--- config.mk ---
export PLATFORM = sky130hd
export DESIGN_NAME = btn_debounce_multi
export DESIGN_NICKNAME = d
export VERILOG_FILES = /design/src/rtl/btn_debounce_multi.sv
export SDC_FILE = /design/constraint.sdc
export NUM_CORES = 1
export LEC_CHECK = 0
export CORE_MARGIN = 2
export CORE_UTILIZATION = 59
export CTS_BUF_LIST = sky130_fd_sc_hd__clkbuf_16
export DETAILED_ROUTE_END_ITERATION = 6
export GPL_TIMING_DRIVEN = 0
export PLACE_DENSITY = 0.85
export SYNTH_ARGS = -nofsm -noshare
export SYNTH_HDL_FRONTEND = slang
export SYNTH_HIERARCHICAL = 1
export SYNTH_SLANG_ARGS = --single-unit
--- constraint.sdc ---
create_clock -name clock -period 4.3 [get_ports clock]
set_clock_uncertainty 0.15 [all_clocks]
set_input_delay 0.645 -clock clock [delete_from_list [all_inputs] [get_ports clock]]
set_output_delay 0.645 -clock clock [all_outputs]
set_load 0.01 [all_outputs]
--- src/rtl/btn_debounce_multi.sv ---
// Multi-channel push-button conditioner: shared sampling tick, per-channel sync, debounce,
// press/release/long-press/auto-repeat pulses. release/repeat are keywords, hence btn_ prefix.
module btn_debounce_chan #(
    parameter int STABLE_TICKS = 2,
    parameter int LONG_TICKS   = 100,
    parameter int REPEAT_TICKS = 20,
    parameter bit ACTIVE_LOW   = 1'b0
) (
    input  logic clock,
    input  logic reset,
    input  logic tick,
    input  logic pin,
    output logic level,
    output logic press,
    output logic rel,
    output logic long_p,
    output logic rep_p
);
    localparam int AW       = $clog2(STABLE_TICKS + 1);
    localparam int HW       = $clog2(LONG_TICKS + 1);
    localparam int RW       = (REPEAT_TICKS > 0) ? $clog2(REPEAT_TICKS + 1) : 1;
    localparam int REP_LAST = (REPEAT_TICKS > 0) ? REPEAT_TICKS - 1 : 0;

    typedef enum logic [1:0] {RELEASED, PRESSED, LONG} state_t;

    state_t          state;
    logic [1:0]      sync;
    logic [AW-1:0]   agree;
    logic [HW-1:0]   hold;
    logic [RW-1:0]   rep;
    logic            flip;

    // The tick that completes the run of disagreeing samples flips the level.
    assign flip = tick && (sync[1] != level) && (agree == AW'(STABLE_TICKS - 1));

    always_ff @(posedge clock) begin
        if (reset) begin
            state  <= RELEASED;
            sync   <= '0;
            agree  <= '0;
            hold   <= '0;
            rep    <= '0;
            level  <= 1'b0;
            press  <= 1'b0;
            rel    <= 1'b0;
            long_p <= 1'b0;
            rep_p  <= 1'b0;
        end else begin
            sync   <= {sync[0], pin ^ ACTIVE_LOW};
            press  <= 1'b0;
            rel    <= 1'b0;
            long_p <= 1'b0;
            rep_p  <= 1'b0;
            if (tick) begin
                if (sync[1] == level) agree <= '0;
                else if (flip) begin
                    agree <= '0;
                    level <= ~level;
                end else agree <= agree + 1'b1;

                // A fall wins over long/repeat on the same tick.
                if (flip && level) begin
                    state <= RELEASED;
                    rel   <= 1'b1;
                    hold  <= '0;
                    rep   <= '0;
                end else if (flip) begin
                    state <= PRESSED;
                    press <= 1'b1;
                    hold  <= '0;
                end else begin
                    case (state)
                        PRESSED: begin
                            if (hold == HW'(LONG_TICKS - 1)) begin
                                state  <= LONG;
                                long_p <= 1'b1;
                                hold   <= '0;
                                rep    <= '0;
                            end else hold <= hold + 1'b1;
                        end
                        LONG: begin
                            if (REPEAT_TICKS != 0) begin
                                if (rep == RW'(REP_LAST)) begin
                                    rep_p <= 1'b1;
                                    rep   <= '0;
                                end else rep <= rep + 1'b1;
                            end
                        end
                        default: ;
                    endcase
                end
            end
        end
    end
endmodule

module btn_debounce_multi #(
    parameter int N_BTN        = 4,
    parameter int TICK_CNT     = 1000000,
    parameter int STABLE_TICKS = 2,
    parameter int LONG_TICKS   = 100,
    parameter int REPEAT_TICKS = 20,
    parameter bit ACTIVE_LOW   = 1'b0
) (
    input  logic             clock,
    input  logic             reset,
    input  logic [N_BTN-1:0] btn_in,
    output logic [N_BTN-1:0] btn_level,
    output logic [N_BTN-1:0] press,
    output logic [N_BTN-1:0] btn_release,
    output logic [N_BTN-1:0] long_press,
    output logic [N_BTN-1:0] btn_repeat,
    output logic             any_event
);
    localparam int TW = $clog2(TICK_CNT);

    logic [TW-1:0] tick_cnt;
    logic          tick;

    assign tick = (tick_cnt == TW'(TICK_CNT - 1));

    always_ff @(posedge clock) begin
        if (reset || tick) tick_cnt <= '0;
        else               tick_cnt <= tick_cnt + 1'b1;
    end

    btn_debounce_chan #(
        .STABLE_TICKS(STABLE_TICKS),
        .LONG_TICKS  (LONG_TICKS),
        .REPEAT_TICKS(REPEAT_TICKS),
        .ACTIVE_LOW  (ACTIVE_LOW)
    ) u_ch [N_BTN-1:0] (
        .clock (clock),
        .reset (reset),
        .tick  (tick),
        .pin   (btn_in),
        .level (btn_level),
        .press (press),
        .rel   (btn_release),
        .long_p(long_press),
        .rep_p (btn_repeat)
    );

    always_ff @(posedge clock) begin
        if (reset) any_event <= 1'b0;
        else       any_event <= |{press, btn_release, long_press, btn_repeat};
    end
endmodule

# == Word level (Yosys, flattened, before mapping) ==
# Cells that the tools add are included.
# op_classes
add_sub_neg,13
n_eq_ne,37
n_mux,76
bitwise_logic,17
n_reduce_logical,55
# ops
cell,n
$mux 7,16
$mux 5,16
$mux 2,24
$pmux 5 s2,4
$reduce_or 5->1,8
$reduce_bool 3->1,12
$add 7x1->7 const B,4
$eq 7x7->1 const B,4
$reduce_and 3->1,8
$add 20x1->20 const B,1
$add 5x1->5 const B,4
$eq 20x20->1 const B,1
$eq 5x5->1 const B,4
$not 1->1,17
$eq 2x1->1 const B,8
$mux 1,16
$reduce_and 4->1,4
$reduce_or 16->1,1
$logic_and 1x1->1,12
$ne 3x1->1 const B,4
$reduce_or 3->1,4
$add 2x1->2 const B,4
$eq 2x2->1 const B,4
$ne 2x2->1 const B,4
other kinds (5),14
# word_totals
regBits,113
input_bits,6
out_inout_bits,21
word_cells,240

# == Depth between registers and ports, before layout ==
# depth
ltp_word,6
ltp_mapped,9

# == Cells and area by module ==
# Netlist, hierarchy kept.
# modules_own_cells
mod,n_inst,cells_per_inst,area_per_inst_um2
btn_debounce_chan (u_ch[0] ...),3,116,1046.0
btn_debounce_chan (u_ch[3]),1,113,991.0
btn_debounce_multi,1,109,959.7

# == Least setup slack after synthesis ==
# No wires, ideal clock.
# synth_path
path_kind,flip-flop to flip-flop
start,register tick_cnt[0]
end,register u_ch[3].rep[4]
setup_ns,0.131
t_arrival_ns,3.455
required_ns,4.019
setup_slack_ns,0.565
path_stages_with_launch,10
path_buffers,0
cell_sequence,dfxtp_1 ha_1 and4_1 nand2_1 nor4_1 nand3b_1 o211ai_1 nor3_1 a41oi_1 a31oi_1
# synth_via
elab_chain_len,6
# synth_lines
item,line_no,text
start: declaration,117,logic [TW-1:0] tick_cnt;
start signal: assignment,124,else tick_cnt <= tick_cnt + 1'b1;
$eq 20x20->1 *,120,assign tick = (tick_cnt == TW'(TICK_CNT - 1));
named net tick,118,logic tick;
$logic_and 1x1->1 (2 in series),34,assign flip = tick && (sync[1] != level) && (agree == AW'(STABLE_TICKS - 1));
$logic_and 1x1->1,62,if (flip && level) begin
"$ne 3x1->1 (no line), or another cell as far along",n/a,
$reduce_and 4->1 (no line),n/a,
end signal: assignment,86,end else rep <= rep + 1'b1;
end: declaration,30,logic [RW-1:0] rep;
# Mark *: on every way through the listed nets, which the timed path passes. The rest lies on a longest branch.
# A chain may end at the register's enable or synchronous reset.

# == Worst setup path in the final report ==
# layout_path
start,register tick_cnt[0]
end,register u_ch[0].hold[5]
# layout_via
elab_chain_len,6
# layout_lines
item,line_no,text
$eq 20x20->1 *,120,
named net tick,118,
$logic_and 1x1->1 (2 in series),34,
$logic_and 1x1->1,62,
$reduce_bool 3->1 (no line),n/a,
$reduce_and 2->1 (no line),n/a,
end signal: assignment,79,end else hold <= hold + 1'b1;
end: declaration,29,logic [HW-1:0] hold;
# Marks and branches as above.

==> flow_summary.yaml <==
outcome:
  status: "completed"
synth:
  syn_avg_cell_area_um2: 8.93
  yosysUniqueCellTypes: 54
  synth_fa_ha_area_share_pct: 2.21
  ys_ff_latch: 113
  yosys.area_share.simple_pct: 27.9
  synth_xor_area_share_pct: 3.79
  synth_cells: 570
  synth_area_um2: 5090
  synth_edf_count: 0
  yosysWarnings: 6
  synth-compound-area-share_pct: 17.2
  synth_top_area_share_pct: 44.5
  synth-seq-area-share_pct: 44.5
  synth_top_family_by_area: "simple AND/OR/NAND/NOR gates"
  yosysTopAreaCell: "dfxtp_1"
  ys.flop_type: "dfxtp_1"
  synthArstFlopShare_pct: 0
  muxShareOfSynthArea_pct: 1.57
  synth_area_leaders: "dfxtp_1, a21oi_1, nand3_1, nor2_1, o21ai_0"
  synth_nets: 585
timing:
  finalMaxSlewViolations: 0
  final.period_utilization_pct: 83.6
  tightest_slew_ns: 0.937
  rsz0062_at_grt: "false"
  finalHoldViolations: 0
  layout_setup_ws_ns: 0.706
  tns_ns: 0
  period_needed_ns: 3.59
  setup_viol: 0
  max_freq_mhz: 278
  slew_headroom_pct: 37.0
finish:
  area_growth_pct: 20.1
  antenna_cells: 0
  nets: 631
  drive_above_1_share_pct: 8.74
  fin_util_pct: 73.7
  fill_cells: 558
detailed_routing:
  vias: 4498
  via_per_inst: 6.13
  routed_wl_um: 11400
  drtPass1Iterations: 5
  drt_iter0_drc: 221
  ant_nets: 0
  routedWlPerCell_um: 15.5
  drc: 0
setup_path:
  required_ns: 4.48
  cp_max_fo: 13
  r2r_setup_slack_ns: 0.71
  cp.arrival_ns: 3.77
  critical_path_class: "reg2reg"
  cp-end-kind: "flip-flop"
  startpoint_type: "flip-flop"
place:
  io_buffer_count: 26
  place_congestion: 0.911
  post-dp-hpwl_um: 7630
  post-place-ws_ns: 0.744
clock_tree:
  postCtsSetupBuffers: 0
  clockBufferDepth: 2
  cts.sinks: 113
  post_cts_resized: 0
  cts-root-buf: "clkbuf_16"
  cts_tree: "yes"
  cts_hold_buf: 0
  cts_made_buffers: 17
  htreeDepth: 4
  clkLatencyLatePin_ns: 0.40
  cts.clk_slew.worst_paths_ns: 0.06
power_and_ir_drop:
  ir_drop_uv: 371
  total_power_mw: 2.56
  power_density_nw_per_um2: 419
  power.leakage_nw: 2.11
floorplan:
  fp.dieH_um: 96.9
  core_area_um2: 8300
  ios: 27
  dieArea_um2: 9380
  core.rowCount: 33
  die_width_um: 96.9
  initial_utilization_pct: 61.3
grt:
  grt_overflow_total: 0
  grt_max_degree: 19
  grt_use_total_pct: 24.6
  antenna_found_initial: 0
  grt_pass1_vias: 4383
  grt_pass1_wl_um: 19300
job:
  cap_violations: 0
min_path:
  min_path_type: "reg2reg"
## cell usage after synthesis (8+ instances only)
library cell / number
dfxtp_1: 113
nor2_1: 51
a21oi_1: 40
nand3_1: 40
nand2_1: 27
o21ai_0: 26
inv_1: 22
nor3_1: 21
nor2b_1: 19
a31oi_1: 14
xnor2_1: 13
nor4_1: 12
and3b_1: 10
nand2b_1: 10
or3_1: 10
ha_1: 9
xor2_1: 9
a41oi_1: 8
mux2i_1: 8
nand4_1: 8
## routing by layer
layer  track usage, %  wire [um]  vias up
met5                0          0        -
met4             9.32        160        0
met3             6.72        501       19
met2             41.7       5770      135
met1             29.8       4940     2125
li1                 -          -     2219
## state kept, by name, indices dropped and copies added, names as in the netlist
register	count
u_ch/sync	8
u_ch/rel	4
any_event	1
u_ch/rep	20
u_ch/level	4
u_ch/long_p	4
u_ch/hold	28
u_ch/rep_p	4
u_ch/agree	8
u_ch/press	4
tick_cnt	20
u_ch/state	8
## path summary, 6_finish.rpt
check,cells past startpoint,to,from
worst min-delay path,1,u_ch[0]/sync[1]$_SDFF_PP0_,u_ch[0]/sync[0]$_SDFF_PP0_
worst min register to register,1,u_ch[0]/sync[1]$_SDFF_PP0_,u_ch[0]/sync[0]$_SDFF_PP0_
worst max-delay path,10,u_ch[0]/hold[5]$_SDFFE_PP0P_,tick_cnt[0]$_SDFF_PP0_
worst max register to register,10,u_ch[0]/hold[5]$_SDFFE_PP0P_,tick_cnt[0]$_SDFF_PP0_
## cell families (layout without fill, tap and decap cells)
family | count (synthesis) | in the layout
buf+inv | 33 | 92
flops | 113 | 113
compound gates | 136 | 136
mux | 8 | 8
fa+ha+maj | 9 | 9
simple gates | 249 | 249
xor+xnor | 22 | 22
## final cells by class
cell class / instances / area (um^2) / share of cell area, %
Buffer: 11 / 61.3 / 1.00
Clock buffer: 17 / 425 / 6.96
Clock inverter: 15 / 194 / 3.17
Inverter: 22 / 82.6 / 1.35
Multi-Input combinational cell: 424 / 2690 / 44.0
Sequential cell: 113 / 2260 / 37.0
Tap cell: 105 / 131 / 2.15
Timing Repair Buffer: 27 / 268 / 4.38
## worst max-delay path: stages (launching register included)
cell and delay [ns]:
dfxtp_1 0.37, ha_1 0.26, and4_1 0.29, nand2_1 0.13
nor4_2 0.85, buf_4 0.33, and3b_1 0.17, buf_4 0.15
a21oi_1 0.15, or4_1 0.50, a21oi_1 0.16
## cell usage in the layout, fill, tap and decap left out, types with 14 or more instances in the layout
cell / netlist / final
a21oi_1: 40 / 40
nor3_1: 21 / 21
clkdlybuf4s50_1: 0 / 26
nand2_1: 27 / 27
o21ai_0: 26 / 26
nor2b_1: 19 / 19
a31oi_1: 14 / 14
dfxtp_1: 113 / 113
clkbuf_16: 0 / 17
nand3_1: 40 / 40
nor2_1: 51 / 51
inv_1: 22 / 23
## through the flow
stage	instance area, um^2	instances	hold WS, ns
after floorplan	5090	570	0.264
after global placement	5480	701	0.273
after detailed placement	5490	702	0.286
after CTS	6110	734	0.299
after global routing	6110	734	0.314
final	6110	734	0.297
## where the power goes
group | internal (mW) | switching, mW
Combinational | 0.0181 | 0.0281
Clock | 0.963 | 0.487
Sequential | 1.06 | 0.00812
No activity file was read; power rests on OpenSTA's default activity.
